### src/rtl/timer_pkg.sv
// Shared register map and bit positions for the timer_irq peripheral.
package timer_pkg;

  // Byte offsets of the four software-visible registers.
  localparam logic [3:0] TMR_CTRL   = 4'h0;
  localparam logic [3:0] TMR_LOAD   = 4'h4;
  localparam logic [3:0] TMR_COUNT  = 4'h8;
  localparam logic [3:0] TMR_STATUS = 4'hC;

  // CTRL field positions; PRESC occupies CTRL[31:16].
  localparam int EN_BIT     = 0;
  localparam int RELOAD_BIT = 1;
  localparam int IE_BIT     = 2;
  localparam int PRESC_LSB  = 16;

  // STATUS field positions.
  localparam int PEND_BIT = 0;

endpackage

### src/rtl/timer_prescaler.sv
// Divides the clock into one-cycle ticks: one tick every (presc+1) enabled cycles.
module timer_prescaler #(
  parameter int PW = 16
) (
  input  logic          clk,
  input  logic          rst_n,
  input  logic          en,
  input  logic          clr,
  input  logic [PW-1:0] presc,
  output logic          tick
);

  logic [PW-1:0] pcnt_q, pcnt_d;

  assign tick = en && (pcnt_q == presc);

  // Next prescale count: restart on a tick, hold at 0 while stopped or cleared.
  always_comb begin
    pcnt_d = pcnt_q + PW'(1);
    if (clr || !en || tick) begin
      pcnt_d = '0;
    end
  end

  // Prescale counter register with synchronous reset.
  always_ff @(posedge clk) begin
    // NOTE: state registers use non-blocking assignment so every flop samples pre-edge values.
    if (!rst_n) begin
      pcnt_q <= '0;
    end else begin
      pcnt_q <= pcnt_d;
    end
  end

endmodule

### src/rtl/timer_irq.sv
// Memory-mapped down-counting timer driving the core's int_timer request.
module timer_irq
  import timer_pkg::*;
#(
  parameter int DW = 32,
  parameter int PW = 16
) (
  input  logic          clk,
  input  logic          rst_n,
  input  logic          sel,
  input  logic          we,
  input  logic [3:0]    addr,
  input  logic [DW-1:0] wdata,
  output logic [DW-1:0] rdata,
  output logic          int_timer
);

  logic          en_q, en_d;
  logic          reload_q, reload_d;
  logic          ie_q, ie_d;
  logic [PW-1:0] presc_q, presc_d;
  logic [DW-1:0] load_q, load_d;
  logic [DW-1:0] count_q, count_d;
  logic          pend_q, pend_d;
  logic          irq_q, irq_d;

  logic wr_ctrl, wr_load, wr_count, wr_status;
  logic en_rise, tick, expiry;

  assign wr_ctrl   = sel && we && (addr == TMR_CTRL);
  assign wr_load   = sel && we && (addr == TMR_LOAD);
  assign wr_count  = sel && we && (addr == TMR_COUNT);
  assign wr_status = sel && we && (addr == TMR_STATUS);

  // Software turning the timer on restarts both the count and the prescaler.
  assign en_rise = wr_ctrl && wdata[EN_BIT] && !en_q;

  // A software COUNT write on the same edge overrides the tick, so no expiry.
  assign expiry = tick && (count_q == '0) && !wr_count;

  timer_prescaler #(.PW(PW)) u_prescaler (
    .clk   (clk),
    .rst_n (rst_n),
    .en    (en_q),
    .clr   (en_rise),
    .presc (presc_q),
    .tick  (tick)
  );

  // Next-state for registers, counter and pending flag; software writes take priority.
  always_comb begin
    // NOTE: every output gets a default first so no path through the block infers a latch.
    en_d     = en_q;
    reload_d = reload_q;
    ie_d     = ie_q;
    presc_d  = presc_q;
    load_d   = load_q;
    count_d  = count_q;
    pend_d   = pend_q;
    // IE sampled from the current register: a same-edge IE write cannot mask this expiry.
    irq_d    = expiry && ie_q;

    // W1C is applied before expiry so a simultaneous set wins.
    if (wr_status && wdata[PEND_BIT]) begin
      pend_d = 1'b0;
    end

    if (tick && (count_q != '0)) begin
      count_d = count_q - DW'(1);
    end

    if (expiry) begin
      pend_d = 1'b1;
      if (reload_q) begin
        count_d = load_q;
      end else begin
        en_d = 1'b0;
      end
    end

    // Software register writes override the hardware updates above.
    if (wr_ctrl) begin
      en_d     = wdata[EN_BIT];
      reload_d = wdata[RELOAD_BIT];
      ie_d     = wdata[IE_BIT];
      presc_d  = wdata[PRESC_LSB +: PW];
      if (en_rise) begin
        count_d = load_q;
      end
    end

    if (wr_load) begin
      load_d = wdata;
    end

    if (wr_count) begin
      count_d = wdata;
    end
  end

  // State registers with synchronous active-low reset.
  always_ff @(posedge clk) begin
    if (!rst_n) begin
      en_q     <= 1'b0;
      reload_q <= 1'b0;
      ie_q     <= 1'b0;
      presc_q  <= '0;
      load_q   <= '0;
      count_q  <= '0;
      pend_q   <= 1'b0;
      irq_q    <= 1'b0;
    end else begin
      en_q     <= en_d;
      reload_q <= reload_d;
      ie_q     <= ie_d;
      presc_q  <= presc_d;
      load_q   <= load_d;
      count_q  <= count_d;
      pend_q   <= pend_d;
      irq_q    <= irq_d;
    end
  end

  // Zero-latency read mux; unselected or unmapped accesses return 0.
  always_comb begin
    rdata = '0;
    if (sel) begin
      case (addr)
        TMR_CTRL: begin
          rdata[EN_BIT]             = en_q;
          rdata[RELOAD_BIT]         = reload_q;
          rdata[IE_BIT]             = ie_q;
          rdata[PRESC_LSB +: PW]    = presc_q;
        end
        TMR_LOAD:   rdata = load_q;
        TMR_COUNT:  rdata = count_q;
        TMR_STATUS: rdata[PEND_BIT] = pend_q;
        default:    rdata = '0;
      endcase
    end
  end

  assign int_timer = irq_q;

endmodule
### config.mk
export PLATFORM = sky130hd
export DESIGN_NAME = timer_irq
export DESIGN_NICKNAME = d
export VERILOG_FILES = /design/src/rtl/timer_pkg.sv /design/src/rtl/timer_prescaler.sv /design/src/rtl/timer_irq.sv
export SDC_FILE = /design/constraint.sdc
export NUM_CORES = 1
export LEC_CHECK = 0
export CAP_MARGIN = 30
export CORE_MARGIN = 10
export CORE_UTILIZATION = 46
export CTS_BUF_LIST = sky130_fd_sc_hd__clkbuf_8
export DETAILED_ROUTE_END_ITERATION = 6
export PLACE_DENSITY = 0.71
export SLEW_MARGIN = 15
export SYNTH_ARGS = -nofsm -noshare
export SYNTH_HDL_FRONTEND = slang
export SYNTH_HIERARCHICAL = 1
export SYNTH_SLANG_ARGS = --single-unit
### constraint.sdc
create_clock -name clk -period 4.46 [get_ports clk]
set_clock_uncertainty 0.15 [all_clocks]
set_input_delay 0.892 -clock clk [delete_from_list [all_inputs] [get_ports clk]]
set_output_delay 0.892 -clock clk [all_outputs]
set_load 0.03 [all_outputs]
==> flow_summary.yaml, run 1 <==
finish:
  final_util_pct: 54.6
  final_cells: 959
  nNetsFinal: 825
  diodes: 0
  fin_area_um2: 6870
  drive_above_1_share_pct: 12.5
  fillers: 1203
  syn2layout_area_growth_pct: 17.1
sta:
  fin_tns_setup_ns: 0
  hold_viol: 0
  fin_crit_sh_pct: 89.3
  tightestPinTransition_ns: 0.837
  rsz0062_at_grt: "no"
  finalSetupViolCount: 0
  drv_slew: 0
  max_freq_ghz: 0.251
  min_period_ns: 3.98
  slew_headroom_pct: 44.0
  timing.hold.ws_ns: 0.337
critical_path:
  worstSetupPathType: "flip-flop to flip-flop"
  critPathLaunchType: "flip-flop"
  worstPathRequired_ns: 4.58
  critPathCaptureType: "flip-flop"
  arrival_ns: 4.10
  path_max_fanout: 9
route:
  ant_nets: 0
  drt_first_iter_violations: 520
  vias: 5549
  drtPass1Iterations: 7
  drt_wl_total_um: 16900
  vias_per_cell: 5.79
  drc: 0
  avgRoutedWirePerCell_um: 17.7
clock_network:
  h-tree-depth: 3
  clk_path_buf_depth: 2
  cts_tree: "built"
  hold_buffers: 0
  clock-sinks: 101
  clkTransAtPathRegs_ns: 0.10
  cts_setup_buffers: 0
  clkLatencyLatePin_ns: 0.40
  post_cts_resized: 0
  cts_made_buffers: 9
  cts-root-buf: "clkbuf_8"
placement:
  placement.cell_area_um2: 6640
  place_congestion: 0.889
  hpwl_um: 12000
  post-place-cells: 943
  port_buffers: 72
synth:
  synth_compound_area_share_pct: 18.5
  synthAdderAreaFrac_pct: 0.640
  synth_top_family_by_area: "simple AND/OR/NAND/NOR gates"
  synth.top_cell.area_share_pct: 34.5
  synth-async-reset-ratio_pct: 0
  yosys.area_share.simple_pct: 30.0
  syn_nets: 779
  yosysWarnings: 6
  yosysMostFrequentCell: "nand2_1"
  synth_edf_count: 0
  synth_cell_type_count: 56
  ys_ff_latch: 101
  synth_mux_area_share_pct: 3.59
  postSynthAreaPerCell_um2: 7.97
  synth_xor_area_share_pct: 8.22
  yosysSeqAreaShare_pct: 34.5
  yosys-top-cells-area: "dfxtp_1, nand2_1, a21boi_0"
  synth_largest_area_cell: "dfxtp_1"
  synth_top_flop_cell: "dfxtp_1"
  syn_inst: 736
  synth_area_um2: 5860
  ys_top_cells_by_count: "nand2_1, dfxtp_1, nor2_1"
die:
  fp.dieW_um: 133
  dieArea_um2: 17700
  rows: 41
  core-area_um2: 12600
  initial_core_util_pct: 46.7
  dieHeight_um: 133
  io_pins: 73
grt:
  grt_start_max_net_pins: 67
  grt_antenna_before_repair: 0
  grt_remaining_overflow: 0
  track_usage_pct: 19.3
  grt_pass1_vias: 5675
  grt_pass1_wl_um: 28500
status:
  status: "finished clean"
job:
  drv_cap: 0
power:
  power_leakage_nw: 2.29
  p_per_area_nw_per_um2: 258
  vdd_drop_max_v: 0.000171
worst_hold_path:
  hp-class: "flip-flop to flip-flop"
## sequential cells by signal, indices dropped and copies added, names as in the netlist
signal              cells
count_q                32
load_q                 32
presc_q                16
u_prescaler/pcnt_q     16
en_q                    1
ie_q                    1
int_timer               1
pend_q                  1
reload_q                1
## worst max-delay path, cell delays in order (launching register included)
cell      delay, ns
dfxtp_1        0.38
xor2_1         0.18
nor4_1         0.29
nand2_1        0.15
nor4_1         0.55
buf_4          0.28
or4b_4         0.51
nor3_4         0.32
nand3_2        0.23
or4b_1         0.55
xor2_1         0.18
o221ai_2       0.10
## path summary, 6_finish.rpt
path	start	to	slack, ns	cells after the start
hold / removal	load_q[21]	load_q[21]	0.34	2
setup / recovery	u_prescaler/pcnt_q[10]	count_q[25]	0.48	11
setup reg to reg	u_prescaler/pcnt_q[10]	count_q[25]	0.48	11
hold reg to reg	load_q[21]	load_q[21]	0.34	2
## cell families (layout without fill, tap and decap cells)
| logic type | after synthesis | count (layout) |
|---|---|---|
| compound gates | 134 | 134 |
| buf+inv | 61 | 112 |
| fa+ha+maj | 3 | 3 |
| mux | 21 | 21 |
| simple gates | 361 | 361 |
| xor+xnor | 55 | 55 |
| flops | 101 | 101 |
## through the flow
stage,power [mW],setup slack [ns]
floorplan,1.05,0.845
global placement,1.12,0.113
detailed placement,1.12,0.455
CTS,1.78,0.539
global route,1.83,0.319
finish,1.77,0.478
## cells in the final DEF, fill, tap and decap left out, drive strengths merged, types with 4 or more instances in the layout
| master | netlist | routed |
|---|---|---|
| nor3 | 15 | 15 |
| nand2 | 126 | 126 |
| nor4 | 14 | 14 |
| a21oi | 21 | 21 |
| o31ai | 4 | 4 |
| a21boi | 50 | 50 |
| nor2b | 17 | 17 |
| a22oi | 13 | 13 |
| or4 | 9 | 9 |
| and3 | 4 | 4 |
| nor2 | 71 | 71 |
| mux2i | 21 | 21 |
| xor2 | 27 | 27 |
| nand4 | 10 | 10 |
| inv | 7 | 9 |
| o221ai | 25 | 25 |
| or3 | 6 | 6 |
| xnor2 | 28 | 28 |
| dfxtp | 101 | 101 |
| nand3 | 72 | 72 |
| clkbuf | 43 | 10 |
| o21ai | 6 | 6 |
| clkdlybuf4s50 | 0 | 39 |
| buf | 11 | 50 |
| a211oi | 4 | 4 |
## final cells by class
cell class	count	area [um2]	area share (%)
clock inverters	6	86.3	1.26
clock buffers	10	138	2.00
multi-input cells	574	3580	52.2
flip-flops and latches	101	2020	29.4
well taps	172	215	3.13
inverters	7	26.3	0.383
repair buffers	89	796	11.6
## routing by layer
| metal | track usage [%] | vias up | wire length, um |
|---|---|---|---|
| met5 | 0 | - | 0 |
| met4 | 6.30 | 0 | 262 |
| met3 | 4.73 | 24 | 1200 |
| met2 | 31.2 | 186 | 8100 |
| met1 | 24.6 | 2655 | 7390 |
| li1 | - | 2684 | - |
## report_power, final
| part | internal, mW | switching (mW) |
|---|---|---|
| Sequential | 0.908 | 0.00799 |
| Clock | 0.331 | 0.336 |
| Combinational | 0.0732 | 0.113 |
Power figures use the tool's default switching activity.
==> run 2: changes to the inputs <==
- CORE_UTILIZATION: 46 -> 58
- PLACE_DENSITY: 0.71 -> 0.86
==> flow_summary.yaml, run 2 (same netlist as run 1, synthesis figures left out) <==
finish:
  nNetsFinal: 823
  fillers: 808
  drive_above_1_share_pct: 12.1
  diodes: 0
  syn2layout_area_growth_pct: 15.4
  top_regs: "count_q x32, load_q x32"
  final_common_cell: "nand2_1"
  final_cell_mix: "nand2_1, dfxtp_1, nor2_1"
route:
  avgRoutedWirePerCell_um: 18.4
  vias: 5778
  routed.top_layer: "met4"
  drt_first_iter_violations: 519
  met3_length_um: 1500
  route.met2.wl_um: 8050
  vias_per_cell: 6.30
  drc: 0
  ant_nets: 0
  drtPass1Iterations: 5
  drt_wl_total_um: 16800
  drt-met1-wl_um: 6900
clock_network:
  post_cts_resized: 0
  cts_setup_buffers: 0
  clkLatencyLatePin_ns: 0.38
  cts-root-buf: "clkbuf_8"
  clock-sinks: 101
  cts_tree: "built"
  hold_buffers: 0
  clkTransAtPathRegs_ns: 0.09
  h-tree-depth: 3
  clk_path_buf_depth: 2
  cts_made_buffers: 9
power:
  power_leakage_nw: 2.25
  power_frac_comb_pct: 10.8
  p_int_mw: 1.27
  p_switching_mw: 0.443
  power_mw: 1.71
  p_per_area_nw_per_um2: 252
  sw_frac_of_total_pct: 25.9
  clkPwrFrac_pct: 35.5
  p_seq_share_pct: 53.6
  vdd_drop_max_v: 0.000164
die:
  io_pins: 73
  core-area_um2: 9820
  initial_core_util_pct: 59.7
  fp.dieW_um: 121
  dieHeight_um: 121
  rows: 36
  dieArea_um2: 14500
sta:
  fin_tns_setup_ns: 0
  rsz0062_at_grt: "no"
  finalSetupViolCount: 0
  min_period_ns: 3.90
  tightestPinTransition_ns: 0.860
  drv_slew: 0
  hold_viol: 0
  slew_headroom_pct: 42.5
  fin_crit_sh_pct: 87.3
  max_freq_ghz: 0.257
critical_path:
  reg2reg_slack_ns: 0.56
  critPathCaptureType: "flip-flop"
  critPathLaunchType: "flip-flop"
  worstSetupPathType: "flip-flop to flip-flop"
  arrival_ns: 3.99
  path_max_fanout: 9
  worstPathRequired_ns: 4.56
grt:
  grt_pass1_wl_um: 27200
  grt_antenna_before_repair: 0
  grt_remaining_overflow: 0
  track_usage_pct: 22.5
  grt_start_max_net_pins: 62
  grt_pass1_vias: 5583
job:
  drv_cap: 0
status:
  status: "finished clean"
placement:
  hpwl_um: 11900
  place_congestion: 0.881
  port_buffers: 72
worst_hold_path:
  hp-class: "flip-flop to flip-flop"
==> run 2: cell count changes in the layout (fill, tap and decap cells not counted), sizes merged <==
| cell | before | now |
|---|---|---|
| bufinv | 2 | 1 |
| buf | 50 | 48 |
| clkinv | 2 | 0 |
| inv | 9 | 8 |
| clkbuf | 10 | 11 |
| clkinvlp | 0 | 2 |
==> run 2: worst max-delay path, cell delays in order, from the launching register on <==
cell      delay, ns
dfxtp_1        0.38
xor2_1         0.18
nor4_1         0.30
nand2_1        0.15
nor4_1         0.45
buf_4          0.26
or4b_4         0.50
nor3_4         0.30
nand3_2        0.24
or4b_1         0.56
xor2_1         0.18
o221ai_2       0.11
==> run 2: area by class of cell <==
type                            count  area, um2  area share [%]
Sequential cell                   101       2020            29.9
Clock buffer                       11        151            2.24
Timing Repair Buffer               87        768            11.4
Clock inverter                      4       48.8           0.721
Multi-Input combinational cell    574       3580            53.0
Tap cell                          133        166            2.46
Inverter                            7       26.3           0.388
==> run 2: power by group through the flow <==
stage               clock (mW)  sequential (mW)  combinational (mW)
floorplan                    0            0.934               0.112
global placement             0            0.936               0.177
detailed placement           0            0.937               0.180
CTS                      0.608            0.916               0.181
global route             0.643            0.917               0.196
finish                   0.607            0.916               0.185
==> run 2: stage by stage <==
stage | setup WS, ns | hold WS [ns] | cells | util (%) | cell area [um2]
after global routing | 0.368 | 0.359 | 917 | 68.9 | 6770
after floorplan | 0.845 | 0.277 | 736 | - | 5860
after detailed placement | 0.338 | 0.318 | 902 | 66.9 | 6570
after global placement | 0.173 | 0.301 | 901 | 66.7 | 6550
final | 0.565 | 0.337 | 917 | 68.9 | 6770
after CTS | 0.674 | 0.331 | 917 | 68.9 | 6770
==> run 2: final timing paths <==
check                         start     endpoint  depth (start not counted)
min reg2reg                    ie_q    int_timer                          2
max reg2reg  u_prescaler/pcnt_q[10]  count_q[25]                         11
min                            ie_q    int_timer                          2
max          u_prescaler/pcnt_q[10]  count_q[25]                         11
==> run 2: layer usage <==
metal	vias up	global-route usage, %
met5	-	0
met2	297	37.4
met3	42	5.68
li1	2677	-
met1	2762	27.5
met4	0	8.14
==> run 3: changes to the inputs <==
- SLEW_MARGIN: 15 -> 20
==> results of run 3 <==
Same layout as run 2: the final DEF is identical, and so are final timing and power.
==> patch (config.mk and constraints of run 1) <==
Make the reset (`rst_n`) asynchronous in 2 clocked blocks. Comments in the files are not updated.
--- a/src/rtl/timer_prescaler.sv
+++ b/src/rtl/timer_prescaler.sv
@@ -24,5 +24,5 @@
 
   // Prescale counter register with synchronous reset.
-  always_ff @(posedge clk) begin
+  always_ff @(posedge clk or negedge rst_n) begin
     // NOTE: state registers use non-blocking assignment so every flop samples pre-edge values.
     if (!rst_n) begin
--- a/src/rtl/timer_irq.sv
+++ b/src/rtl/timer_irq.sv
@@ -100,5 +100,5 @@
 
   // State registers with synchronous active-low reset.
-  always_ff @(posedge clk) begin
+  always_ff @(posedge clk or negedge rst_n) begin
     if (!rst_n) begin
       en_q     <= 1'b0;
Function: differs if rst_n is asserted again (counterexample within 4 cycles, from zero or initial values and one cycle with rst_n low); with rst_n held inactive, the same outputs for 4 cycles.
==> patch against run 1 <==
- sequential cell count unchanged
- worst setup slack improved by 54 ps
- utilization increased by 0.97 points
- final area increased by 3.0%
- die area increased by 2.0%
- wire length decreased by 0.62%
- area after synthesis increased by 2.4%
- critical path type is now in2out
- highest routed layer unchanged
Power is not compared: it rests on default switching activity, and its combinational part moved more than twofold at a synthesized area within 25%.
==> patch: results (changes against run 1) <==
[run_status]
status=completed

[critical_path]
timing.rr.start=u_prescaler/pcnt_q[11]
regToRegSetupSlack_ps=560  ; +80 ps
cp_data_arrival_time_ps=2890  ; -1210 ps
cpLargestDelayFamily=buffers and inverters
cpMaxStageDelayCell=clkdlybuf4s50_1
timing.critical_path.to_type=primary output
crit_end=rdata[28]
worstSetupStartpoint=addr[3]
critPathMaxStageDelay_ps=890  ; +340 ps
cp_max_fo=18  ; +9
rr_worst_depth=11  ; unchanged
worst_flop_to_flop_path_endpoint=count_q[22]

[logic_synthesis]
post_synthesis_cell_type_with_the_largest_combined_area=dfrtp_1
yosys-top-cells-area=dfrtp_1 (42%), mux2_2 (9.4%), nor2_1 (5.4%), xnor2_1 (3.6%), nand2_1 (3.4%)
synth_cell_type_count=58  ; +3.6%
netlist_top_cells_count=dfrtp_1 (101), nor2_1 (87), nand2_1 (54)
yosysWarnings=6  ; unchanged
ys_async_sr_fraction_pct=100  ; +100 points
synth_nets=692  ; -11%
synth_seq_area_share_pct=42.1  ; +7.6 points

[placed_design]
gp_congestion=0.882  ; -0.78%
place_worst_setup_slack_ps=523  ; +67.8 ps
io_buffer_count=72  ; unchanged
detailedPlacementHpwl_mm=12.4  ; +3.0%

[route]
detailed_router_iteration_count_before_antenna_repair=5  ; -2
dr.first_iter.drc_count=386  ; -26%
detailroute.via_count=5283  ; -4.8%
route.detailed.wl_per_inst_um=19.1  ; +7.9%

[global_route]
grt_pass1_vias=5406  ; -4.7%
groute.usage.overall_pct=19.0  ; -0.36 points
grt_max_degree=37  ; -45%
initial_antenna_violation_count=0  ; unchanged
grt_first_pass_wirelength_mm=28.1  ; -1.3%

[clock_network]
path_clk_slew_ps=90
cts-root-to-sink-buffers=2  ; unchanged
post_cts_resize_count=0  ; unchanged
clk_root_buffer_cell=clkbuf_8
cts_made_buffers=9  ; unchanged
clock_latency_ps=380  ; -20 ps

[finish]
final_layout_size_suffix_gt1_share_pct=19.0  ; +6.5 points
largestRegisters=count_q: 32 flops, load_q: 32 flops
nets=749  ; -9.2%
insertedDiodeCount=0  ; unchanged

[power]
power.leakage_nw=2.89
internal_power_mw=1.75

[min_path]
hold_path.class=in2async

[timing]
crit_path_time_final_ps=3930  ; -53.7 ps
worst_pin_slew_ps=851  ; +13.6 ps

-- patch: cell types whose count changed after synthesis, sizes merged, moves of 9 or more --
cell,delta
mux2,+50
a31oi,+9
o221ai,-25
o21ai,+35
nand2,-71
nand3,-48
nor2,+16
dfxtp,-101
a21boi,-50
dfrtp,+101
xor2,-10
-- patch: stage by stage --
step	power [mW]	hold WS, ps	cell area, um2	cells	util [%]
2_1_floorplan	1.72	321	6000	649	-
3_3_place_gp	1.92	343	6850	867	53.8
3_5_place_dp	1.95	370	6850	867	53.8
4_1_cts	2.61	317	7070	883	55.6
5_1_grt	2.75	329	7070	883	55.6
6_report	2.61	308	7070	883	55.6
-- patch: cell type report --
class                   count  area, um2
clock buffers              11        151
clock inverters             5       75.1
fillers                  1148       5650
inverters                   8       30.0
multi-input cells         495       3240
flip-flops and latches    101       2530
well taps                 172        215
repair buffers             91        831
-- patch: cells by family after synthesis --
| logic type | share of synthesized area (%) |
|---|---|
| and+or+nand+nor | 20.8 |
| adders and majority gates | 0.625 |
| buffers and inverters | 4.08 |
| xor gates and xnor gates | 6.13 |
| muxes | 12.5 |
| DFF | 42.1 |
| AOI/OAI and AO/OA | 13.7 |
-- patch: power groups by stage --
stage | Clock [mW] | Sequential, mW | Combinational (mW)
global route | 0.706 | 1.35 | 0.691
detailed placement | 0 | 1.34 | 0.615
global placement | 0 | 1.32 | 0.596
finish | 0.657 | 1.33 | 0.621
floorplan | 0 | 1.24 | 0.474
CTS | 0.668 | 1.32 | 0.621
-- patch: layer usage --
layer / global-route usage, % / up-vias / wire, um
li1: - / 2434 / -
met1: 24.3 / 2623 / 7390
met2: 31.1 / 199 / 8160
met3: 4.11 / 27 / 1030
met4: 5.86 / 0 / 255
met5: 0 / - / 0
